==> config.mk <==
export PLATFORM = sky130hd
export DESIGN_NAME = uart_frame_sequencer
export DESIGN_NICKNAME = d
export VERILOG_FILES = /design/src/rtl/uart_frame_sequencer.sv
export SDC_FILE = /design/constraint.sdc
export NUM_CORES = 1
export LEC_CHECK = 0
export BUFFER_PORTS_ARGS = -buffer_cell sky130_fd_sc_hd__buf_2
export CORE_UTILIZATION = 59
export CTS_CLUSTER_SIZE = 16
export DETAILED_ROUTE_END_ITERATION = 8
export GPL_TIMING_DRIVEN = 0
export HOLD_SLACK_MARGIN = 0.12
export PLACE_DENSITY = 0.84
export SYNTH_ARGS = -nofsm -noshare
export SYNTH_HDL_FRONTEND = slang
export SYNTH_SLANG_ARGS = --single-unit
==> constraint.sdc <==
create_clock -name clk -period 4 [get_ports clk]
set_input_delay 0.8 -clock clk [delete_from_list [all_inputs] [get_ports clk]]
set_output_delay 0.8 -clock clk [all_outputs]
set_load 0.005 [all_outputs]
==> src/rtl/uart_frame_sequencer.sv <==
// UART front-end for the CNN pipeline: frames pixel bytes into the ifmap,
// starts inference once per complete frame, and returns the ASCII result.
// Optional feature macro: FRAME_CHECKSUM_EN (trailing 8-bit modular-sum byte per frame).
module uart_frame_sequencer #(
  parameter int unsigned DATA_WIDTH     = 16,
  parameter int unsigned FRAC_BITS      = 7,
  parameter int unsigned IMG_SIZE       = 28,
  parameter logic [7:0]  SYNC_BYTE      = 8'hA5,
  parameter int unsigned TIMEOUT_CYCLES = 1_000_000,
  localparam int unsigned ADDR_W        = $clog2(IMG_SIZE * IMG_SIZE)
) (
  input  logic                  clk,
  input  logic                  reset,
  input  logic                  rx_dv,
  input  logic [7:0]            rx_byte,
  output logic                  pix_we,
  output logic [ADDR_W-1:0]     pix_addr,
  output logic [DATA_WIDTH-1:0] pix_data,
  output logic                  frame_start,
  input  logic                  result_valid,
  input  logic [3:0]            result_digit,
  output logic                  tx_dv,
  output logic [7:0]            tx_byte,
  input  logic                  tx_busy,
  output logic                  busy,
  output logic [7:0]            timeout_cnt,
  output logic [7:0]            drop_cnt
);

  localparam int unsigned NPIX  = IMG_SIZE * IMG_SIZE;
  localparam int unsigned TMR_W = $clog2(TIMEOUT_CYCLES + 1);
  localparam logic [ADDR_W-1:0] LAST_PIX = ADDR_W'(NPIX - 1);
  // Abort fires on the quiet cycle that brings the timer to TIMEOUT_CYCLES-1.
  localparam logic [TMR_W-1:0]  TMR_LAST = TMR_W'(TIMEOUT_CYCLES - 2);
  localparam logic [7:0] ASCII_ZERO = 8'h30;
  localparam logic [7:0] ASCII_ERR  = 8'h45;

  typedef enum logic [2:0] {
    S_IDLE,
    S_LOAD,
`ifdef FRAME_CHECKSUM_EN
    S_CHECK,
`endif
    S_RUN,
    S_SEND,
    S_WAIT_TX
  } state_t;

  state_t             state;
  logic [ADDR_W-1:0]  count;
  logic [TMR_W-1:0]   timer;
  logic [7:0]         pend_byte;
  logic               seen_busy;
`ifdef FRAME_CHECKSUM_EN
  logic [7:0]         sum;
`endif

  // Frame/result sequencer with all outputs registered.
  always_ff @(posedge clk) begin
    if (reset) begin
      state       <= S_IDLE;
      count       <= '0;
      timer       <= '0;
      pend_byte   <= '0;
      seen_busy   <= 1'b0;
      pix_we      <= 1'b0;
      pix_addr    <= '0;
      pix_data    <= '0;
      frame_start <= 1'b0;
      tx_dv       <= 1'b0;
      tx_byte     <= '0;
      busy        <= 1'b0;
      timeout_cnt <= '0;
      drop_cnt    <= '0;
`ifdef FRAME_CHECKSUM_EN
      sum         <= '0;
`endif
    end else begin
      pix_we      <= 1'b0;
      frame_start <= 1'b0;
      tx_dv       <= 1'b0;

      case (state)
        S_IDLE: begin
          if (rx_dv && (rx_byte == SYNC_BYTE)) begin
            state <= S_LOAD;
            busy  <= 1'b1;
            count <= '0;
            timer <= '0;
`ifdef FRAME_CHECKSUM_EN
            sum   <= '0;
`endif
          end
        end

        S_LOAD: begin
          if (rx_dv) begin
            pix_we   <= 1'b1;
            pix_addr <= count;
            pix_data <= DATA_WIDTH'(rx_byte) << FRAC_BITS;
            count    <= count + ADDR_W'(1);
            timer    <= '0;
`ifdef FRAME_CHECKSUM_EN
            sum      <= sum + rx_byte;
            if (count == LAST_PIX) state <= S_CHECK;
`else
            if (count == LAST_PIX) begin
              frame_start <= 1'b1;
              state       <= S_RUN;
            end
`endif
          end else if (timer == TMR_LAST) begin
            state <= S_IDLE;
            busy  <= 1'b0;
            if (timeout_cnt != 8'hFF) timeout_cnt <= timeout_cnt + 8'd1;
          end else begin
            timer <= timer + TMR_W'(1);
          end
        end

`ifdef FRAME_CHECKSUM_EN
        S_CHECK: begin
          if (rx_dv) begin
            if (rx_byte == sum) begin
              frame_start <= 1'b1;
              state       <= S_RUN;
            end else begin
              pend_byte <= ASCII_ERR;
              state     <= S_SEND;
            end
          end else if (timer == TMR_LAST) begin
            state <= S_IDLE;
            busy  <= 1'b0;
            if (timeout_cnt != 8'hFF) timeout_cnt <= timeout_cnt + 8'd1;
          end else begin
            timer <= timer + TMR_W'(1);
          end
        end
`endif

        S_RUN: begin
          // Idle transmitter: skip SEND so tx_dv follows result_valid by one cycle.
          if (result_valid) begin
            if (!tx_busy) begin
              tx_dv     <= 1'b1;
              tx_byte   <= ASCII_ZERO + {4'h0, result_digit};
              seen_busy <= 1'b0;
              state     <= S_WAIT_TX;
            end else begin
              pend_byte <= ASCII_ZERO + {4'h0, result_digit};
              state     <= S_SEND;
            end
          end
        end

        S_SEND: begin
          if (!tx_busy) begin
            tx_dv     <= 1'b1;
            tx_byte   <= pend_byte;
            seen_busy <= 1'b0;
            state     <= S_WAIT_TX;
          end
        end

        S_WAIT_TX: begin
          if (seen_busy && !tx_busy) begin
            state <= S_IDLE;
            busy  <= 1'b0;
          end else if (tx_busy) begin
            seen_busy <= 1'b1;
          end
        end

        default: begin
          state <= S_IDLE;
          busy  <= 1'b0;
        end
      endcase

      // Bytes arriving while a frame is in flight are counted, not consumed.
      if (rx_dv && ((state == S_RUN) || (state == S_SEND) || (state == S_WAIT_TX))) begin
        if (drop_cnt != 8'hFF) drop_cnt <= drop_cnt + 8'd1;
      end
    end
  end

endmodule
==> results of run 1 <==
-- cells by family (layout without fill, tap and decap cells) --
family / Yosys count / in the layout / synth area share, %
buffers and inverters: 40 / 114 / 5.60
other: 1 / 10 / 0.0999
XOR/XNOR: 36 / 36 / 8.40
AND/OR/NAND/NOR: 203 / 203 / 26.6
multiplexers: 11 / 11 / 2.93
adder cells (fa/ha/maj): 5 / 5 / 1.67
AO/OA/AOI/OAI: 67 / 67 / 11.0
flip-flops: 82 / 82 / 43.7
-- layout make-up --
class | instances | area, µm² | area share [%]
flip-flops and latches | 82 | 1640 | 37.5
inverters | 7 | 26.3 | 0.599
repair buffers | 59 | 295 | 6.74
clock inverters | 5 | 80.1 | 1.83
well taps | 75 | 93.8 | 2.14
multi-input cells | 332 | 1930 | 44.1
plain buffers | 33 | 184 | 4.20
clock buffers | 10 | 128 | 2.91
-- where the power goes --
part,internal [mW],switching [mW],leakage (nW)
clock network,0.347,0.298,0.0984
registers,0.825,0.00698,0.660
logic,0.0499,0.0915,0.991
total,1.22,0.396,1.75
-- worst max-delay path, cell delays in order, from the launching register on --
cell and delay, ns:
dfxtp_1 0.32, buf_6 0.13, or3_1 0.37, or4_1 0.51, buf_2 0.17, and2_4 0.17
or2b_1 0.14, clkbuf_1 0.26, buf_2 0.30, nor2_1 0.07
-- registers in the layout (all words and copies together) (netlist names) --
register,count
pix_we,1
count,10
timeout_cnt,8
pend_byte,5
pix_addr,10
tx_dv,1
state,3
busy,1
timer,20
drop_cnt,8
tx_byte,5
pix_data,8
seen_busy,1
frame_start,1
-- Yosys cell counts, drive strengths merged (11+ instances only) --
cell and count:
a21oi 38, o21ai 12, dfxtp 82, buf 17
xor2 20, nand4 14, xnor2 16, nor2 62
nand2 59, nand3 13, clkbuf 16, mux2i 11
-- per-stage QoR --
step | hold slack [ns] | std cells | worst slack [ns] | util [%] | area, µm²
2_1_floorplan | 0.442 | 454 | 1.39 | - | 3790
3_3_place_gp | 0.438 | 588 | 1.07 | 69.3 | 4180
4_1_cts | 0.457 | 603 | 1.45 | 72.7 | 4380
3_5_place_dp | 0.445 | 588 | 1.07 | 69.3 | 4180
6_report | 0.454 | 603 | 1.44 | 72.7 | 4380
5_1_grt | 0.480 | 603 | 1.30 | 72.7 | 4380
-- placed cells by master, fill, tap and decap left out, types with 6 or more instances in the layout --
cell and count:
inv_1 7, nand3_1 13, buf_4 11, or3_1 7, nor2_1 61, clkbuf_8 9, buf_2 62, nand4_1 14
dfxtp_1 82, nor3_1 6, xnor2_1 16, nand2_1 58, a21oi_1 38, conb_1 10, o21ai_0 11, mux2i_1 11
xor2_1 20, clkbuf_1 17
-- routing by layer --
layer,vias up,global-route usage [%],wire [µm]
met4,0,11.6,133
met5,-,0,0
met3,15,6.78,435
met2,91,43.6,4130
li1,1661,-,-
met1,1559,33.7,3650
-- worst min path at each step --
stage	to	slack, ns
2_1_floorplan	pend_byte[4]	0.44
3_3_place_gp	pix_addr[4]	0.44
3_5_place_dp	pix_addr[7]	0.45
4_1_cts	pix_addr[7]	0.46
5_1_grt	pix_data[9]	0.48
6_report	pix_addr[7]	0.45
==> impl_results.md, run 1 <==
- CP Class: register to register
- DR WL/cell: ~14 µm
- Slew margin rel.: 27.6%
- RSZ-0062 raised after global routing: false
- Total grt overflow: 0
- Antenna violations before repair: 0
- Setup crit end kind: register
- Global-route wire length before repair: 13.4 mm
- Hold crit path type: register to register
- DRT antenna net count: 0
- PwrDens: 369 nW/µm²
- Antenna Cells: 0
- Synthesis Warnings: 0
- Sink Count: between 80 and 90
- Crit path max fanout: 10
- Crit share post-route: 63.9%
- Reg2Reg Depth: 9
- Max-cap viol count: 0
- Crit. Startpoint: state[2]
- CP Launch Type: register
- Core area: roughly 6000 µm²
- Layout Skew: 0.0132 ns
- Site row count: 28
- Die W: a little over 80 µm
- Setup Fix Bufs, Post-CTS: 0
- Total global-route track usage: between 20% and 30%
- CTS tree: yes
- Die area: around 6700 µm²
- Post-CTS Hold Fix Bufs: 0
- Reg2reg end: timer[4]
- Reg2Reg Setup Slack: 1.44 ns
- Min Clock Period, post-route: ~2.6 ns
- # nets final: approximately 550
- Max Fclk: a little under 0.4 GHz
- Routed WL: ~8.4 mm
- # DRC: 0
- Largest net degree at the start of global routing: 14
- Fillers: about 460
- EDFF count, synth: 0
- Sequential fraction of the synthesis area: 43.7%
- Vias in the first global route: roughly 2900
- Cells on Worst Hold Path: 2
- Die height: around 82 µm
- Synth Instances: 445
- Clk_lat worst skew: 0.37 ns
- Vias: about 3300
- Io pins: a little over 70
- Final setup vio count: 0
- Area of the mapped netlist: 3750 µm²
- GPL Wtd Cong: ~0.85
- Crit path capture: timer[4]
- Ys flop type: dfxtp_1
- Max VDD drop: ~0.30 mV
- DR vias/cell: between 5 and 6
- Initial Util: roughly 62%
- Area delta synth->final: 16.8%
- Pwr Total: 1.62 mW
- Port Buffers: 59
- Synth unique cells: 55
- Outcome: finished clean
- Layout cell share with drive strength beyond 1: ~19%
- H-tree levels: 3
- Pre-antenna DRT Iters: 4
- Post-synth top area cell: dfxtp_1
- Final TNS setup: 0 ns
- Async SR Flop Fraction: 0%
- Slew @ Worst Pin: between 1 and 1.5 ns
- Post-DP HPWL: around 6 mm
- CTS max path bufs: 2
- Reg clk slew, reported paths: about 0.090 ns
- Data required time of the worst path: 4.25 ns
- # resized after CTS: 0
- Fin. Hold Viols: 0
- Max Transition Viols Final: 0
- 1st-iter DRT viols: 195
- Min-delay src: pix_addr[7]
- R2r startpoint: state[2]
- Leakage: between 1.5 and 2 nW
- TritonCTS buffer count: 9
- Flops & latches, synth: a little over 80
- Top post-synthesis cells by area: dfxtp_1 44%, nor2_1 6.1%, nand2_1 5.8%
- Worst Path Arrival: around 2.8 ns
- Post-Syn Area per Cell: around 8.4 µm²
- Top cell type's share of synthesized area: between 40% and 50%
- Root Driver: clkbuf_8
No activity file was read; power rests on OpenSTA's default activity.
==> inputs of run 2 (changes only) <==
--- a/config.mk
+++ b/config.mk
@@ -6,12 +6,12 @@
 export NUM_CORES = 1
 export LEC_CHECK = 0
 export BUFFER_PORTS_ARGS = -buffer_cell sky130_fd_sc_hd__buf_2
-export CORE_UTILIZATION = 59
+export CORE_UTILIZATION = 55
 export CTS_CLUSTER_SIZE = 16
 export DETAILED_ROUTE_END_ITERATION = 8
 export GPL_TIMING_DRIVEN = 0
 export HOLD_SLACK_MARGIN = 0.12
-export PLACE_DENSITY = 0.84
+export PLACE_DENSITY = 0.79
 export SYNTH_ARGS = -nofsm -noshare
 export SYNTH_HDL_FRONTEND = slang
 export SYNTH_SLANG_ARGS = --single-unit
==> constraint.sdc (replaced) <==
create_clock -name clk -period 2.4 [get_ports clk]
set_input_delay 0.48 -clock clk [delete_from_list [all_inputs] [get_ports clk]]
set_output_delay 0.48 -clock clk [all_outputs]
set_load 0.005 [all_outputs]
==> run 2 against run 1 <==
The flow now finishes with violations (DRC). Cell area grew 2.9%. Die area grew 7.1%. First-iteration DRC count shrank 8.7%. Sequential cell count is the same. Critical path depth is the same. Worst setup slack lost 1.4 ns.
==> impl_results.md, run 2 (same netlist as run 1, synthesis figures left out) <==
- Data required time of the worst path: 2.65 ns
- Top flop regs: timer: 20 flops, count: 10 flops, pix_addr: 10 flops
- Vias: about 3400
- Max Fclk: 0.432 GHz
- CP Launch Type: register
- Largest register FFs: 20
- # DRC: 2
- Commonest non-fill, non-tap cell in the layout: dfxtp_1
- Final setup vio count: 0
- Slew margin rel.: approximately 58%
- Core area: about 6500 µm²
- DR WL/cell: between 10 and 15 µm
- Pwr Total: 2.77 mW
- DR vias/cell: ~5.5
- Crit path max fanout: 8
- Sink Count: between 80 and 90
- Met2 Use GR: a little over two fifths
- Max VDD drop: 0.525 mV
- Min-delay src: rx_byte[7]
- GRT met3 Usage: under 10%
- Top reg by flops: timer
- TritonCTS buffer count: 9
- Total global-route track usage: about a quarter
- Leakage: around 1.8 nW
- Largest net degree at the start of global routing: 15
- Pre-antenna DRT Iters: 8
- Initial Util: about three fifths
- Post-DP HPWL: a little over 6 mm
- Crit share post-route: between 90% and 100%
- Hold crit path type: primary input to register
- Io pins: 71
- Antenna Cells: 0
- Area delta synth->final: 20.2%
- Min Clock Period, post-route: ~2.3 ns
- H-tree levels: 3
- Outcome: finished with violations
- Met1 capacity usage during global routing: between 30% and 40%
- Register Area: 1650 µm²
- Fillers: between 500 and 600
- Max-cap viol count: 0
- R2r startpoint: state[2]
- Final Worst Setup Slack: around 0.083 ns
- Area of the multi-input gates: roughly 2000 µm²
- Reg2Reg Setup Slack: 0.08 ns
- # nets final: 550
- Failing checks: DRC
- Layout Skew: ~0.013 ns
- Vias in the first global route: about 3100
- Site row count: 29
- Worst Path Arrival: between 2 and 3 ns
- Root Driver: clkbuf_8
- CTS tree: yes
- Routed WL: ~8.8 mm
- Slew @ Worst Pin: about 0.63 ns
- Layout Utilization: a little over two thirds
- Layer with the highest usage: met2
- PwrDens: between 600 and 700 nW/µm²
- Global-route wire length before repair: roughly 14 mm
- Crit. Startpoint: state[2]
- Antenna violations before repair: 0
- 1st-iter DRT viols: 178
- Pre-CTS WS: -0.231 ns
- Total grt overflow: 0
- Max Transition Viols Final: 0
- Fin. Hold Viols: 0
- Port Buffers: just under 60
- Die height: ~85 µm
- Setup crit end kind: register
- CP Class: register to register
- Clk_lat worst skew: around 0.36 ns
- DRT antenna net count: 0
- Most frequent cells in the layout: 81 x dfxtp_1, 60 x buf_2, 60 x nor2_1
- GPL Wtd Cong: 0.832
- Layout cell share with drive strength beyond 1: 22.3%
- Die area: 7160 µm²
- Reg clk slew, reported paths: about 0.09 ns
- Die W: 84.6 µm
- CTS max path bufs: 2
==> run 2: final timing paths <==
kind                                      to  cells past startpoint
worst max-delay path                timer[7]                      9
worst min-delay path            pix_data[14]                      3
worst min register to register   pix_addr[6]                      2
worst max register to register      timer[7]                      9
==> run 2: layout make-up <==
| type | instances | share of cell area, % |
|---|---|---|
| sequential | 82 | 36.5 |
| buffer | 30 | 3.94 |
| tap | 77 | 2.14 |
| clock inverter | 6 | 1.97 |
| clock buffer | 10 | 3.05 |
| multi-input combinational | 332 | 44.1 |
| timing repair buffer | 66 | 7.71 |
| inverter | 7 | 0.583 |
==> run 2: through the flow <==
| stage | instances | hold WS [ns] | TNS [ns] | instance area [µm²] |
|---|---|---|---|---|
| detailed placement | 590 | 0.450 | -3.48 | 4180 |
| CTS | 606 | 0.365 | 0 | 4430 |
| global placement | 590 | 0.441 | -3.10 | 4180 |
| floorplan | 454 | 0.442 | 0 | 3790 |
| finish | 610 | 0.371 | 0 | 4510 |
| global route | 610 | 0.369 | -0.000639 | 4510 |
==> run 2: routing by layer <==
| layer | vias up | wire length (µm) |
|---|---|---|
| li1 | 1668 | - |
| met5 | - | 0 |
| met3 | 27 | 397 |
| met1 | 1550 | 3890 |
| met4 | 0 | 257 |
| met2 | 107 | 4240 |
==> run 2: power by group <==
part	internal (mW)	switching (mW)	leakage [nW]
combinational	0.0912	0.164	1.07
sequential	1.37	0.0114	0.661
clock	0.616	0.510	0.109
==> run 2: worst max-delay path, stage by stage (launching register included) <==
cell and delay, ns:
dfxtp_4 0.38, or3_1 0.37, or4_4 0.52, buf_6 0.15
and2_4 0.16, buf_8 0.13, buf_4 0.15, a21oi_1 0.17
xnor2_1 0.14, nor2_1 0.05
==> run 2: repair_timing <==
item,in CTS,in global routing
resized for setup,7,10
buffers inserted,2,5
pin swaps,3,4
hold buffers,0,0
setup endpoints to repair,14,31
